$ cat config.mk
export PLATFORM = sky130hd
export DESIGN_NAME = dma_stream_s2mm
export DESIGN_NICKNAME = d
export VERILOG_FILES = /design/src/rtl/dma_stream_s2mm.sv
export SDC_FILE = /design/constraint.sdc
export NUM_CORES = 1
export LEC_CHECK = 0
export CAP_MARGIN = 20
export CORE_MARGIN = 1
export CORE_UTILIZATION = 60
export CTS_BUF_LIST = sky130_fd_sc_hd__clkbuf_8
export DETAILED_ROUTE_END_ITERATION = 10
export GPL_TIMING_DRIVEN = 0
export PLACE_DENSITY = 0.91
export SLEW_MARGIN = 10
export SYNTH_ARGS = -nofsm -noshare
export SYNTH_HDL_FRONTEND = slang
export SYNTH_SLANG_ARGS = --single-unit
$ cat constraint.sdc
create_clock -name wb_clk_i -period 3.95 [get_ports wb_clk_i]
set_input_delay 0.79 -clock wb_clk_i [delete_from_list [all_inputs] [get_ports wb_clk_i]]
set_output_delay 0.79 -clock wb_clk_i [all_outputs]
set_load 0.02 [all_outputs]
$ cat src/rtl/dma_stream_s2mm.sv
// Stream-to-memory DMA engine: accepts AXI-Stream beats and writes
// them word-by-word into BRAM through the arbiter write channel.

module dma_s2mm_fifo #(
  parameter int DATA_W = 32,
  parameter int DEPTH  = 4
) (
  input  logic              clk,
  input  logic              rst,
  input  logic              push,
  input  logic [DATA_W-1:0] wdata,
  input  logic              pop,
  output logic              full,
  output logic              empty,
  output logic [DATA_W-1:0] rdata
);

  localparam int PTR_W = $clog2(DEPTH);

  logic [DATA_W-1:0] mem [DEPTH];
  logic [PTR_W-1:0]  wr_ptr;
  logic [PTR_W-1:0]  rd_ptr;
  logic [PTR_W:0]    count;

  assign full  = count == (PTR_W+1)'(DEPTH);
  assign empty = count == '0;
  assign rdata = mem[rd_ptr];

  always_ff @(posedge clk) begin
    if (push) begin
      mem[wr_ptr] <= wdata;
    end
  end

  always_ff @(posedge clk) begin
    if (rst) begin
      wr_ptr <= '0;
      rd_ptr <= '0;
      count  <= '0;
    end else begin
      if (push) begin
        wr_ptr <= wr_ptr + PTR_W'(1);
      end
      if (pop) begin
        rd_ptr <= rd_ptr + PTR_W'(1);
      end
      unique case ({push, pop})
        2'b10:   count <= count + (PTR_W+1)'(1);
        2'b01:   count <= count - (PTR_W+1)'(1);
        default: count <= count;
      endcase
    end
  end

endmodule

module dma_stream_s2mm #(
  parameter int ADDR_W     = 13,
  parameter int DATA_W     = 32,
  parameter int LEN_W      = 11,
  parameter int FIFO_DEPTH = 4
) (
  input  logic              wb_clk_i,
  input  logic              wb_rst_i,
  input  logic              cfg_start,
  input  logic [ADDR_W-1:0] cfg_base_addr,
  input  logic [LEN_W-1:0]  cfg_len,
  output logic              busy,
  output logic              done,
  output logic              err_early_last,
  output logic              err_missing_last,
  output logic [LEN_W-1:0]  words_written,
  input  logic              ss_tvalid,
  input  logic [DATA_W-1:0] ss_tdata,
  input  logic              ss_tlast,
  output logic              ss_tready,
  output logic              dma_w_valid,
  output logic [ADDR_W-1:0] dma_w_addr,
  output logic [DATA_W-1:0] dma_w_data,
  input  logic              dma_w_ack
);

  typedef enum logic [1:0] {
    IDLE,
    RUN,
    DRAIN,
    FIN
  } state_t;

  state_t state;
  state_t state_nxt;

  logic [ADDR_W-1:0] base_q;
  logic [LEN_W-1:0]  len_q;
  logic [LEN_W-1:0]  recv_cnt;
  logic [LEN_W-1:0]  recv_nxt;
  logic [LEN_W-1:0]  ww_q;
  logic              early_q;
  logic              miss_q;
  logic              done_q;

  logic              start_ok;
  logic              push;
  logic              pop;
  logic              fifo_full;
  logic              fifo_empty;
  logic [DATA_W-1:0] fifo_head;
  logic              last_beat;
  logic              early_beat;

  // busy also covers the registered done cycle after FIN
  assign busy     = (state != IDLE) || done_q;
  assign start_ok = cfg_start && !busy;

  assign ss_tready  = (state == RUN) && !fifo_full;
  assign push       = ss_tvalid && ss_tready;
  assign recv_nxt   = recv_cnt + LEN_W'(1);
  assign last_beat  = push && (recv_nxt == len_q);
  assign early_beat = push && ss_tlast && !last_beat;

  assign dma_w_valid = !fifo_empty;
  assign pop         = dma_w_valid && dma_w_ack;
  assign dma_w_addr  = base_q + ADDR_W'(ww_q);
  assign dma_w_data  = dma_w_valid ? fifo_head : '0;

  assign done             = done_q;
  assign err_early_last   = early_q;
  assign err_missing_last = miss_q;
  assign words_written    = ww_q;

  dma_s2mm_fifo #(
    .DATA_W (DATA_W),
    .DEPTH  (FIFO_DEPTH)
  ) u_fifo (
    .clk   (wb_clk_i),
    .rst   (wb_rst_i),
    .push  (push),
    .wdata (ss_tdata),
    .pop   (pop),
    .full  (fifo_full),
    .empty (fifo_empty),
    .rdata (fifo_head)
  );

  always_ff @(posedge wb_clk_i) begin
    if (wb_rst_i) begin
      state <= IDLE;
    end else begin
      state <= state_nxt;
    end
  end

  always_comb begin
    state_nxt = state;
    unique case (state)
      IDLE: begin
        if (start_ok) begin
          state_nxt = (cfg_len != '0) ? RUN : FIN;
        end
      end
      RUN: begin
        if (last_beat || early_beat) begin
          state_nxt = DRAIN;
        end
      end
      DRAIN: begin
        if (fifo_empty) begin
          state_nxt = FIN;
        end
      end
      FIN:     state_nxt = IDLE;
      default: state_nxt = IDLE;
    endcase
  end

  always_ff @(posedge wb_clk_i) begin
    if (wb_rst_i) begin
      base_q   <= '0;
      len_q    <= '0;
      recv_cnt <= '0;
      ww_q     <= '0;
      early_q  <= 1'b0;
      miss_q   <= 1'b0;
      done_q   <= 1'b0;
    end else begin
      done_q <= (state == FIN);
      if (start_ok) begin
        base_q   <= cfg_base_addr;
        len_q    <= cfg_len;
        recv_cnt <= '0;
        ww_q     <= '0;
        early_q  <= 1'b0;
        miss_q   <= 1'b0;
      end
      if (push) begin
        recv_cnt <= recv_nxt;
        if (early_beat) begin
          early_q <= 1'b1;
        end
        if (last_beat && !ss_tlast) begin
          miss_q <= 1'b1;
        end
      end
      if (pop) begin
        ww_q <= ww_q + LEN_W'(1);
      end
    end
  end

endmodule

==> qor.txt, run 1 <==
Top FF cell, synth: edfxtp_1
Clock transition at the registers of the reported paths: 0.09 ns
Synthesis-stage register bit count: 188
Ys async rst share: 0
Diode count: 0
Avg Synthesized Cell Area: 13.0 um2
Worst Setup Path Type: flip-flop to primary output
Total number of vias: 5,671
Storage cell area: 5050 um2
Max_slew headroom: 0.423
Io pins: 124
Row cnt: 42
Clock sink count: 188
Worst Path Max Fanout: 6
Met3 Usage GRT: 0.0551
Dominant cell type by area after synthesis: edfxtp_1
Final hold vios: 0
Met1 global-route usage: 0.331
Share of cells above drive strength 1: 0.113
GRT overflow: 0
Static leakage: 3.46 nW
Synthesized area: 8210 um2
Die height: 119 um
# port buffers: 122
GRT busiest layer: met2
Cts hold-fix bufs: 0
Vias in the first global route: 5,824
Minimum clock period: 3.86 ns
Htree depth: 4
Final #Nets: 860
Syn Inst Count: 632
Layout fillers: 826
Number of enable flip-flop cells after synthesis: 128
Type of the tightest min-delay check: flip-flop to flip-flop
DRT antenna net count: 0
Final setup vio count: 0
Fin Clk Skew: 0.0108 ns
Synth top area share: 0.468
GRT Total Usage: 0.274
Final Core Density: 0.758
Std-Cell Core Area: 13,300 um2
CTS tree: built
Root buf cell: clkbuf_8
Drt pass-1 iters: 5
WP data arrival: 3.07 ns
Routed WL: 18.2 mm
Family with the most delay on the worst path: compound AO/OA/AOI/OAI gates
CTS max path bufs: 2
Syn Nets: 718
Crit-path cells: ha_1 -> inv_1 -> fa_1 -> nor2b_1 -> o21a_1 -> o21ai_0 -> a21oi_2 -> and4_1 -> o31ai_2 -> xnor2_1 -> clkdlybuf4s15_2
GPL Wtd Cong: 0.878
Dominant cell by count in the synthesized netlist: edfxtp_1
Initial antenna violation count: 0
Starting Density: 0.617
Max Slew Vio Count: 0
Worst-skew pair later-pin latency: 0.47 ns
Detailed placement HPWL: 12.5 mm
Area Growth Syn to Fin: 22.7%
Post-synthesis sequential area ratio: 0.615
Pwr dens: 525 nW/um2
Largest net degree at the start of global routing: 33
Synth cell types: 51
GRT met2 Usage: 0.481
DR iter-0 viols: 513
Highest clock rate: 259 MHz
# DRC: 0
Setup_tns: 0 ns
Worst path required time: 3.16 ns
Max Cap Viol: 0
Outcome: finished, final reports clean
First-pass GRT wire length: 29.1 mm
Area of the multi-input gates: 2970 um2
Yosys warnings: 0
Total Die Area: 14,200 um2
Die width: 119 um
Bufs and invs on worst path: 2
Top cells by count, synth: edfxtp_1, nand2_1, dfxtp_1
Final period utilization: 0.978
Area contributors post-synth: edfxtp_1, dfxtp_1, mux4_2, ha_1, a21oi_1
CP Launch Type: flip-flop
RSZ-0062 raised after global routing: true
Worst VDD drop: 0.262 mV
Critical path's slowest cell: dfxtp_2
Actual slew at the worst max-slew pin: 0.865 ns
Wire length per cell: 19.0 um
Critical Path End Type: primary output
Via density per instance: 5.90
CTS Buf Count: 17
Max incr delay on CP: 0.36 ns
==> cells by family (layout without fill, tap and decap cells) <==
| logic type | Yosys count | after routing | synth area share |
|---|---|---|---|
| multiplexers | 36 | 36 | 0.0931 |
| XOR/XNOR | 27 | 27 | 0.0288 |
| AND/OR/NAND/NOR | 211 | 211 | 0.128 |
| AO/OA/AOI/OAI | 97 | 97 | 0.0719 |
| flip-flops | 188 | 188 | 0.615 |
| buffers and inverters | 49 | 202 | 0.0251 |
| adder cells (fa/ha/maj) | 24 | 24 | 0.0384 |
==> power breakdown <==
| group | switching (mW) | internal (mW) |
|---|---|---|
| combinational | 0.926 | 0.774 |
| sequential | 0.0859 | 2.25 |
| clock | 0.645 | 0.612 |
==> final timing paths <==
| path | from | end | slack (ns) | cells after the start |
|---|---|---|---|---|
| worst max register to register | state[1]$_SDFFE_PP0P_ | u_fifo.count[2]$_SDFFE_PP0P_ | 0.83 | 14 |
| worst min register to register | base_q[6]$_SDFFE_PP0P_ | base_q[6]$_SDFFE_PP0P_ | 0.47 | 2 |
| worst min-delay path | base_q[6]$_SDFFE_PP0P_ | base_q[6]$_SDFFE_PP0P_ | 0.47 | 2 |
| worst max-delay path | words_written[0]$_SDFFE_PP0P_ | dma_w_addr[12] | 0.09 | 11 |
==> flip-flops by register name, indices dropped and copies added, names as in the netlist, named ones only <==
name and count:
u_fifo.mem 128, base_q 13, len_q 11, recv_cnt 11
words_written 11, u_fifo.count 3, state 2, u_fifo.rd_ptr 2
u_fifo.wr_ptr 2, done 1, err_early_last 1, err_missing_last 1
==> layout by cell type (no fill, tap or decap), types with 4 or more instances in the layout <==
cell type,n
edfxtp_1,128
clkdlybuf4s50_1,117
nand2_1,66
dfxtp_1,57
a21oi_1,50
nor2_1,42
and2_1,33
mux4_2,32
clkbuf_1,22
ha_1,22
nand3_1,18
inv_1,17
xnor2_1,17
clkbuf_8,17
o21ai_0,15
xor2_1,10
or3_1,7
nor2b_1,7
o21a_1,7
buf_2,7
nor4_1,5
a211oi_1,5
nand3b_1,5
or4_1,4
nor3_1,4
and3_2,4
and3_1,4
==> final cells by class <==
type | count | area share
clock buffer | 17 | 0.0232
clock inverter | 13 | 0.0154
inverter | 17 | 0.00658
sequential | 188 | 0.501
timing repair buffer | 123 | 0.123
tap | 176 | 0.0219
multi-input combinational | 395 | 0.295
buffer | 32 | 0.0139
==> stage by stage <==
step	total power, mW	setup WS [ns]	std cells	hold WS [ns]	cell area [um2]
after floorplan	3.38	0.786	632	0.440	8210
after global placement	3.99	0.243	930	0.450	9650
after detailed placement	4.07	0.144	931	0.456	9680
after CTS	5.31	0.0377	961	0.468	10100
after global routing	5.51	-0.0333	961	0.491	10100
final	5.29	0.0868	961	0.471	10100
==> tightest hold or removal path, stage by stage, from the launching register on <==
cell and delay (ns):
dfxtp_1 0.32, nand2_1 0.05, a21oi_1 0.05
==> metal layers <==
metal / wire [um] / vias to the layer above / share of wire
met5: 0 / - / 0
met4: 476 / 0 / 0.026
met3: 1250 / 46 / 0.069
met2: 9370 / 278 / 0.51
met1: 7120 / 2740 / 0.39
li1: - / 2607 / -
==> timing repair <==
item                                    CTS  global route
endpoints found under the setup margin    5             6
cloned                                    0             0
gates resized for setup                  10             5
setup buffers                             0             0
Note: power is estimated with default switching activity, not from simulation.
==> run 2, diff against run 1 <==
--- a/config.mk
+++ b/config.mk
@@ -5,11 +5,11 @@
 export SDC_FILE = /design/constraint.sdc
 export NUM_CORES = 1
 export LEC_CHECK = 0
-export CAP_MARGIN = 20
 export CORE_MARGIN = 1
 export CORE_UTILIZATION = 60
 export CTS_BUF_LIST = sky130_fd_sc_hd__clkbuf_8
 export DETAILED_ROUTE_END_ITERATION = 10
+export GPL_ROUTABILITY_DRIVEN = 1
 export GPL_TIMING_DRIVEN = 0
 export PLACE_DENSITY = 0.91
 export SLEW_MARGIN = 10
==> results of run 2 <==
The final DEF is identical to that of run 1; final timing and power are the same.
